$ cat config.mk
export PLATFORM = sky130hd
export DESIGN_NAME = mem_dump_tx
export DESIGN_NICKNAME = d
export VERILOG_FILES = /design/src/rtl/mem_dump_tx.sv
export SDC_FILE = /design/constraint.sdc
export NUM_CORES = 1
export LEC_CHECK = 0
export BUFFER_PORTS_ARGS = -buffer_cell sky130_fd_sc_hd__buf_4
export CORE_ASPECT_RATIO = 0.5
export CORE_MARGIN = 8
export CORE_UTILIZATION = 40
export CTS_BUF_LIST = sky130_fd_sc_hd__clkbuf_4
export DETAILED_ROUTE_END_ITERATION = 16
export GPL_ROUTABILITY_DRIVEN = 0
export HOLD_SLACK_MARGIN = 0.12
export PLACE_DENSITY = 0.63
export SLEW_MARGIN = 20
export SYNTH_ARGS = -nofsm -noshare
export SYNTH_HDL_FRONTEND = slang
export SYNTH_SLANG_ARGS = --single-unit
$ cat constraint.sdc
create_clock -name clk -period 3.44 [get_ports clk]
set_input_delay 0.516 -clock clk [delete_from_list [all_inputs] [get_ports clk]]
set_output_delay 0.516 -clock clk [all_outputs]
set_load 0.01 [all_outputs]
$ cat src/rtl/mem_dump_tx.sv
// Boot-RAM readback engine: reads a block of 32-bit words and streams them LSB byte first over UART 8N1.
// Optional DUMP_CHECKSUM_EN appends one XOR-of-all-data-bytes byte before DONE.
module mem_dump_tx #(
   parameter int ADDR_WIDTH  = 12,
   parameter int COUNTER_MSB = 9
) (
   input  logic                   clk,
   input  logic                   rst_n,
   input  logic [COUNTER_MSB-1:0] halfPeriod,
   input  logic                   start,
   input  logic [ADDR_WIDTH-1:0]  startAddr,
   input  logic [ADDR_WIDTH:0]    wordCount,
   output logic [ADDR_WIDTH-1:0]  memAddr,
   output logic                   memEn,
   input  logic [31:0]            memData,
   output logic                   TX,
   output logic                   busy,
   output logic                   done
);

   typedef enum logic [2:0] {S_IDLE, S_FETCH, S_LATCH, S_SEND, S_DONE} state_t;

   localparam logic [ADDR_WIDTH-1:0] ADDR_ONE = 1;
   localparam logic [ADDR_WIDTH:0]   REM_ONE  = 1;
   localparam logic [COUNTER_MSB:0]  CNT_ONE  = 1;

   state_t                  state_q, state_d;
   logic [ADDR_WIDTH-1:0]   addr_q, addr_d, mem_addr_q;
   logic [ADDR_WIDTH:0]     rem_q, rem_d;
   logic [31:0]             shift_q, shift_d;
   logic [3:0]              bit_q, bit_d;
   logic [1:0]              byte_q, byte_d;
   logic [COUNTER_MSB:0]    cnt_q, cnt_d;
   logic                    tx_q, tx_d, mem_en_q, busy_q, done_q;
   logic [COUNTER_MSB:0]    bit_last;
`ifdef DUMP_CHECKSUM_EN
   logic [7:0]              csum_q, csum_d;
   logic                    csum_ph_q, csum_ph_d;
`endif

   // Last count of a bit period: 2*(halfPeriod+1)-1.
   assign bit_last = {halfPeriod, 1'b1};

   always_comb begin
      state_d = state_q;
      addr_d  = addr_q;
      rem_d   = rem_q;
      shift_d = shift_q;
      bit_d   = bit_q;
      byte_d  = byte_q;
      cnt_d   = cnt_q;
      tx_d    = 1'b1;
`ifdef DUMP_CHECKSUM_EN
      csum_d    = csum_q;
      csum_ph_d = csum_ph_q;
`endif
      case (state_q)
         S_IDLE: begin
            if (start) begin
               addr_d = startAddr;
               rem_d  = wordCount;
               cnt_d  = '0;
               bit_d  = '0;
               byte_d = '0;
`ifdef DUMP_CHECKSUM_EN
               csum_d    = '0;
               csum_ph_d = 1'b0;
               if (wordCount == '0) begin
                  shift_d   = '0;
                  csum_ph_d = 1'b1;
                  state_d   = S_SEND;
               end else begin
                  state_d = S_FETCH;
               end
`else
               state_d = (wordCount == '0) ? S_DONE : S_FETCH;
`endif
            end
         end
         S_FETCH: state_d = S_LATCH;
         S_LATCH: begin
            shift_d = memData;
            byte_d  = '0;
            bit_d   = '0;
            cnt_d   = '0;
            state_d = S_SEND;
`ifdef DUMP_CHECKSUM_EN
            csum_d = csum_q ^ memData[7:0] ^ memData[15:8] ^ memData[23:16] ^ memData[31:24];
`endif
         end
         S_SEND: begin
            if (cnt_q == bit_last) begin
               cnt_d = '0;
               // bit 0 = start, 1..8 = data, 9 = stop
               if (bit_q == 4'd9) begin
                  bit_d   = '0;
                  byte_d  = byte_q + 2'd1;
                  shift_d = {8'h00, shift_q[31:8]};
`ifdef DUMP_CHECKSUM_EN
                  if (csum_ph_q) state_d = S_DONE;
                  else
`endif
                  if (byte_q == 2'd3) begin
                     addr_d = addr_q + ADDR_ONE;
                     rem_d  = rem_q - REM_ONE;
                     if (rem_q == REM_ONE) begin
`ifdef DUMP_CHECKSUM_EN
                        shift_d   = {24'h0, csum_q};
                        byte_d    = '0;
                        csum_ph_d = 1'b1;
`else
                        state_d = S_DONE;
`endif
                     end else begin
                        state_d = S_FETCH;
                     end
                  end
               end else begin
                  bit_d = bit_q + 4'd1;
               end
            end else begin
               cnt_d = cnt_q + CNT_ONE;
            end
         end
         S_DONE:  state_d = S_IDLE;
         default: state_d = S_IDLE;
      endcase

      // TX is registered from next-state values so the pin never glitches.
      if (state_d == S_SEND) begin
         case (bit_d)
            4'd0:    tx_d = 1'b0;
            4'd9:    tx_d = 1'b1;
            default: tx_d = shift_d[3'(bit_d - 4'd1)];
         endcase
      end
   end

   always_ff @(posedge clk or negedge rst_n) begin
      if (!rst_n) begin
         state_q    <= S_IDLE;
         addr_q     <= '0;
         mem_addr_q <= '0;
         rem_q      <= '0;
         shift_q    <= '0;
         bit_q      <= '0;
         byte_q     <= '0;
         cnt_q      <= '0;
         tx_q       <= 1'b1;
         mem_en_q   <= 1'b0;
         busy_q     <= 1'b0;
         done_q     <= 1'b0;
`ifdef DUMP_CHECKSUM_EN
         csum_q     <= '0;
         csum_ph_q  <= 1'b0;
`endif
      end else begin
         state_q  <= state_d;
         addr_q   <= addr_d;
         rem_q    <= rem_d;
         shift_q  <= shift_d;
         bit_q    <= bit_d;
         byte_q   <= byte_d;
         cnt_q    <= cnt_d;
         tx_q     <= tx_d;
         mem_en_q <= (state_d == S_FETCH);
         busy_q   <= (state_d == S_FETCH) || (state_d == S_LATCH) || (state_d == S_SEND);
         done_q   <= (state_d == S_DONE);
         if (state_d == S_FETCH) mem_addr_q <= addr_d;
`ifdef DUMP_CHECKSUM_EN
         csum_q    <= csum_d;
         csum_ph_q <= csum_ph_d;
`endif
      end
   end

   assign memAddr = mem_addr_q;
   assign memEn   = mem_en_q;
   assign TX      = tx_q;
   assign busy    = busy_q;
   assign done    = done_q;

endmodule

Yosys cells after proc, flatten, opt, wreduce, memory -nomap -nowiden
Cells that the tools add are included.
W data, S select, Z words.
Storage, ports and cells
  register bits: 92
  output and inout port bits: 16
Cells by class
  add/subtract/negate cells: 6
  order comparisons: 1
  equality and inequality tests: 16
  multiplexer cells: 35
  reduce and logical (&&, ||, !) cells: 12
Operators by type and width (count)
  $mux W32: 2
  $pmux W32 S2: 1
  $mux W13: 4
  $mux W12: 4
  $pmux W10 S3: 1
  $pmux W13 S2: 1
  $pmux W12 S2: 1
  $mux W10: 2
  $mux W3: 6
  $eq A13 B1 Y1 const B: 1
  $logic_not A13 Y1: 1
  $sub A13 B1 Y13 const B: 1
  $add A12 B1 Y12 const B: 1
  $eq A3 B2 Y1 const B: 4
  $mux W4: 3
  $pmux W3 S4: 1
  $pmux W4 S3: 1
  $add A10 B1 Y10 const B: 1
  $eq A10 B10 Y1: 1
  $eq A4 B4 Y1 const B: 2
  $ne A2 B2 Y1 const B: 4
  $eq A3 B1 Y1 const B: 2
  $lt A3 B6 Y1 const B: 1
  $mux W2: 3
  other kinds (18): 21

Longest topological paths before layout
  depth in word-level cells: 9
  mapped depth: 13

Least setup slack after synthesis
Ideal clock, no wire load.
  kind: reg2reg
  from: register state_q[2]
  to: register tx_q (netlist: TX)
  library setup time: 0.086 ns
  arrival: 2.650 ns
  data required time: 3.354 ns
  path slack: 0.704 ns
  stages on the path, launching flop included: 13
  clock period less this slack: 2.736 ns
  cells stage by stage: dfrtp_1 -> nand2b_1 -> clkbuf_2 -> nor2_1 -> clkbuf_1 -> a21oi_1 -> nand2b_1 -> o31ai_1 -> inv_1 -> ha_1 -> a211o_1 -> a2111oi_4 -> a21oi_2
On the way
  longest elaborated chain between the ends: 7
  elaborated cells on any way between the ends: 19
RTL lines
  start, declared: RTL line 27  | state_t state_q, state_d;
  start signal, assigned: RTL line 158  | state_q <= state_d;
  $eq A3 B2 Y1 / $logic_not A3 Y1 (equally long branches): RTL line 57  | case (state_q)
  $pmux W4 S3 *: RTL line 57
  net bit_d[1]: RTL line 31  | logic [3:0] bit_q, bit_d;
  $sub A3 B1 Y3: RTL line 134  | default: tx_d = shift_d[3'(bit_d - 4'd1)];
  $bmux W1 S3: RTL line 134
  $mux W1 (not written as such): RTL line 134
  $pmux W1 S2 *: RTL line 131  | case (bit_d)
  $mux W1 *: RTL line 130  | if (state_d == S_SEND) begin
  net tx_d: RTL line 34  | logic tx_q, tx_d, mem_en_q, busy_q, done_q;
  end signal, assigned: RTL line 165  | tx_q <= tx_d;
  end, declared: RTL line 34
The timed path passes the listed nets; every way through them passes the cells marked *. The select of a mux whose other input is x is not followed.
A chain may end at the register's enable or synchronous reset.

Final worst setup path
  from: register rem_q[4]
  to: register mem_addr_q[0] (netlist: memAddr[0])
On the way
  longest elaborated chain between the ends: 7
RTL lines
  start, declared: RTL line 29  | logic [ADDR_WIDTH:0] rem_q, rem_d;
  start signal, assigned: RTL line 160  | rem_q <= rem_d;
  $eq A13 B1 Y1: RTL line 106  | if (rem_q == REM_ONE) begin
  $mux W3: RTL line 106
  $mux W3: RTL line 103  | if (byte_q == 2'd3) begin
  $mux W3: RTL line 95  | if (bit_q == 4'd9) begin
  $mux W3: RTL line 92  | if (cnt_q == bit_last) begin
  $pmux W3 S4: RTL line 57
  $eq A3 B1 Y1: RTL line 169  | if (state_d == S_FETCH) mem_addr_q <= addr_d;
  end signal, assigned: RTL line 169
  end, declared: RTL line 28  | logic [ADDR_WIDTH-1:0] addr_q, addr_d, mem_addr_q;
Every way passes these cells.

==> metrics.yaml <==
outcome:
  status: "complete, no violations"
clock_network:
  clkLatencyLatePin_ns: 0.45
  cts_resized: 0
  cts_sinks: 92
  root_buffer: "clkbuf_4"
  post-cts-setup-buffer-count: 0
  clk_pin_slew_worst_paths_ns: 0.15
  cts_made_buffers: 9
  cts_tree: "done"
  clk_path_buf_depth: 2
  h-tree-depth: 3
cells_and_area:
  stdcell_count: 758
  multiInputGateArea_mm2: 0.00245
  area_growth_pct: 20.6
  final-seq-area_mm2: 0.00230
  drive_above_1_share_pct: 25.6
  fillerInstances: 1101
  nNetsFinal: 666
  final_cell_mix: "buf_4 (98), dfrtp_1 (91), nand2_1 (48)"
  insertedDiodeCount: 0
  final_common_cell: "buf_4"
timing:
  max_freq_mhz: 353
  skew_ns: 0.0172
  setup_slack_ns: 0.604
  grt_setup_unrepaired: "false"
  setup_viol: 0
  period_minus_slack_ns: 2.84
  hold_viol_final: 0
  max-slew-margin-rel_pct: 40.1
  tightest_slew_ns: 0.896
  min_period_over_period_pct: 82.4
  finalSetupTns_ns: 0
  final_max_slew_viol_count: 0
die:
  row_count: 28
  die_w_um: 173
  core_mm2: 0.0119
  dieArea_mm2: 0.0163
  initial_core_util_pct: 41.3
  boundaryPins: 85
  die_h_um: 94.3
worst_setup_path:
  cp-end-kind: "flip-flop"
  crit_arrival_ns: 3.17
  path_class: "reg -> reg"
  path_cells: "nor4_1, nor4b_2, nor3b_1, nand4_1, a22oi_2, nor2_2, mux2_2"
  endpoint: "memAddr[0]"
  startpoint: "rem_q[4]"
  reg2reg_slack_ns: 0.60
  start_kind: "flip-flop"
  r2r_start: "rem_q[4]"
  required_ns: 3.78
  r2r_cells: 7
  cp_max_fo: 14
  reg2reg_to: "memAddr[0]"
  crit_slowest_cell: "nor4_1"
  slowest_delay_ns: 0.50
job:
  drv_cap: 0
power_and_ir_drop:
  powerDensity_mw_per_mm2: 379
  p_leak_nw: 2.69
  peakVddDrop_uv: 229
  power_mw: 2.24
yosys:
  synth-edff-count: 0
  synth_nets: 581
  ys_warn_count: 0
  async_flop_share_pct: 100
  ys_seq_area_share_pct: 46.9
  synth_seq_cells: 92
  synth_ff_type: "dfrtp_1"
  netlist_area_mm2: 0.00491
  synthCells: 503
  avgSynthCellArea_um2: 9.76
  synthDistinctLibCells: 67
grt:
  antenna_found_initial: 0
  grt_pass1_wl_um: 21700
  grt_pass1_vias: 4171
  grt-ovfl-total: 0
  grt_max_degree: 60
  track_usage_pct: 16.3
placement:
  pre_cts_slack_ns: 0.446
  hpwl_um: 9760
  placed_cells: 741
  port_buffers: 84
hold_path:
  hold_class: "in -> reg"
  min_from: "memData[26]"
route:
  drt-initial-drc-count: 300
  post_drt_via_cell_ratio: 5.59
  drc: 0
  first_pass_iters: 4
  wl_per_cell_um: 17.5
  antenna_left: 0
  routed_wl_um: 13200
  num_vias: 4234
-- critical path: cells and delay by family (launching register included) --
family             cells  cell delay (ns)
and+or+nand+nor        5             1.72
DFF                    1             0.47
muxes                  1             0.32
AOI/OAI and AO/OA      1             0.21
-- sequential cells by signal, summed over array words and instances (netlist names) --
name and flops:
done 1, state_q 3, busy 1, shift_q 32, bit_q 4, rem_q 13
memAddr 12, memEn 1, addr_q 12, cnt_q 10, byte_q 2, TX 1
-- per-stage QoR --
| stage | util, % | cell area [µm²] | hold slack, ns |
|---|---|---|---|
| global placement | 48.3 | 5740 | 0.482 |
| floorplan | - | 4910 | 0.220 |
| global route | 49.8 | 5920 | 0.208 |
| detailed placement | 48.3 | 5740 | 0.490 |
| finish | 49.8 | 5920 | 0.266 |
| CTS | 49.8 | 5920 | 0.224 |
-- layout make-up --
class                      instances  area share (%)
sequential                        92            38.9
clock buffer                      10            1.27
multi-input combinational        374            41.4
clock inverter                     6            1.59
inverter                          12           0.761
timing repair buffer              99            12.6
tap                              165            3.49
-- logic make-up after synthesis --
group | after synthesis | synth area share, %
AOI/OAI and AO/OA | 177 | 23.5
DFF | 92 | 46.9
buffers and inverters | 37 | 3.24
and+or+nand+nor | 160 | 18.0
xor gates and xnor gates | 14 | 2.65
muxes | 14 | 3.42
adders and majority gates | 9 | 2.29
-- worst min path at each step --
| stage | end | cells after the start |
|---|---|---|
| 6_report | shift_q[26] | 2 |
| 5_1_grt | shift_q[27] | 2 |
| 4_1_cts | shift_q[26] | 2 |
| 3_5_place_dp | byte_q[1] | 1 |
| 3_3_place_gp | byte_q[1] | 1 |
| 2_1_floorplan | addr_q[0] | 0 |
-- timing repair --
item / CTS / global route
endpoints found under the setup margin: 0 / 0
hold endpoints to repair: 17 / 0
hold buffers: 1 / 0
-- synthesized netlist by cell type (4+ instances only) --
cell type / n / area share, %
o21ai_0: 39 / 4.0
nand2b_1: 5 / 0.64
nand4_1: 6 / 0.76
nand3_1: 21 / 2.1
clkbuf_1: 18 / 1.4
a22oi_1: 10 / 1.5
nand2_1: 48 / 3.7
dfrtp_1: 91 / 46
nor3b_1: 4 / 0.61
a31oi_1: 9 / 1.1
o22ai_1: 31 / 4.0
xor2_1: 4 / 0.71
a31o_2: 5 / 0.89
and3_1: 7 / 0.89
nor4_1: 6 / 0.76
o31ai_1: 4 / 0.61
a22o_1: 9 / 1.6
nor2_1: 26 / 2.0
nand3b_1: 4 / 0.61
a21oi_1: 37 / 3.8
ha_1: 9 / 2.3
inv_1: 11 / 0.84
nor3_1: 12 / 1.2
xnor2_1: 9 / 1.6
mux2_2: 12 / 2.8
o211ai_1: 6 / 0.92
-- report_power, final --
group / switching, mW / leakage, nW / internal [mW]
clock network: 0.388 / 0.0880 / 0.311
logic: 0.140 / 1.42 / 0.167
registers: 0.0855 / 1.18 / 1.15
-- metal layers --
layer  vias to the layer above  GRT usage (%)  wire (µm)
met1                      2047           23.4       6610
met5                         -              0          0
li1                       2076              -          -
met3                         8           4.10        607
met4                         0           3.71         97
met2                       103           24.6       5910
Note: power is estimated with default switching activity, not from simulation.
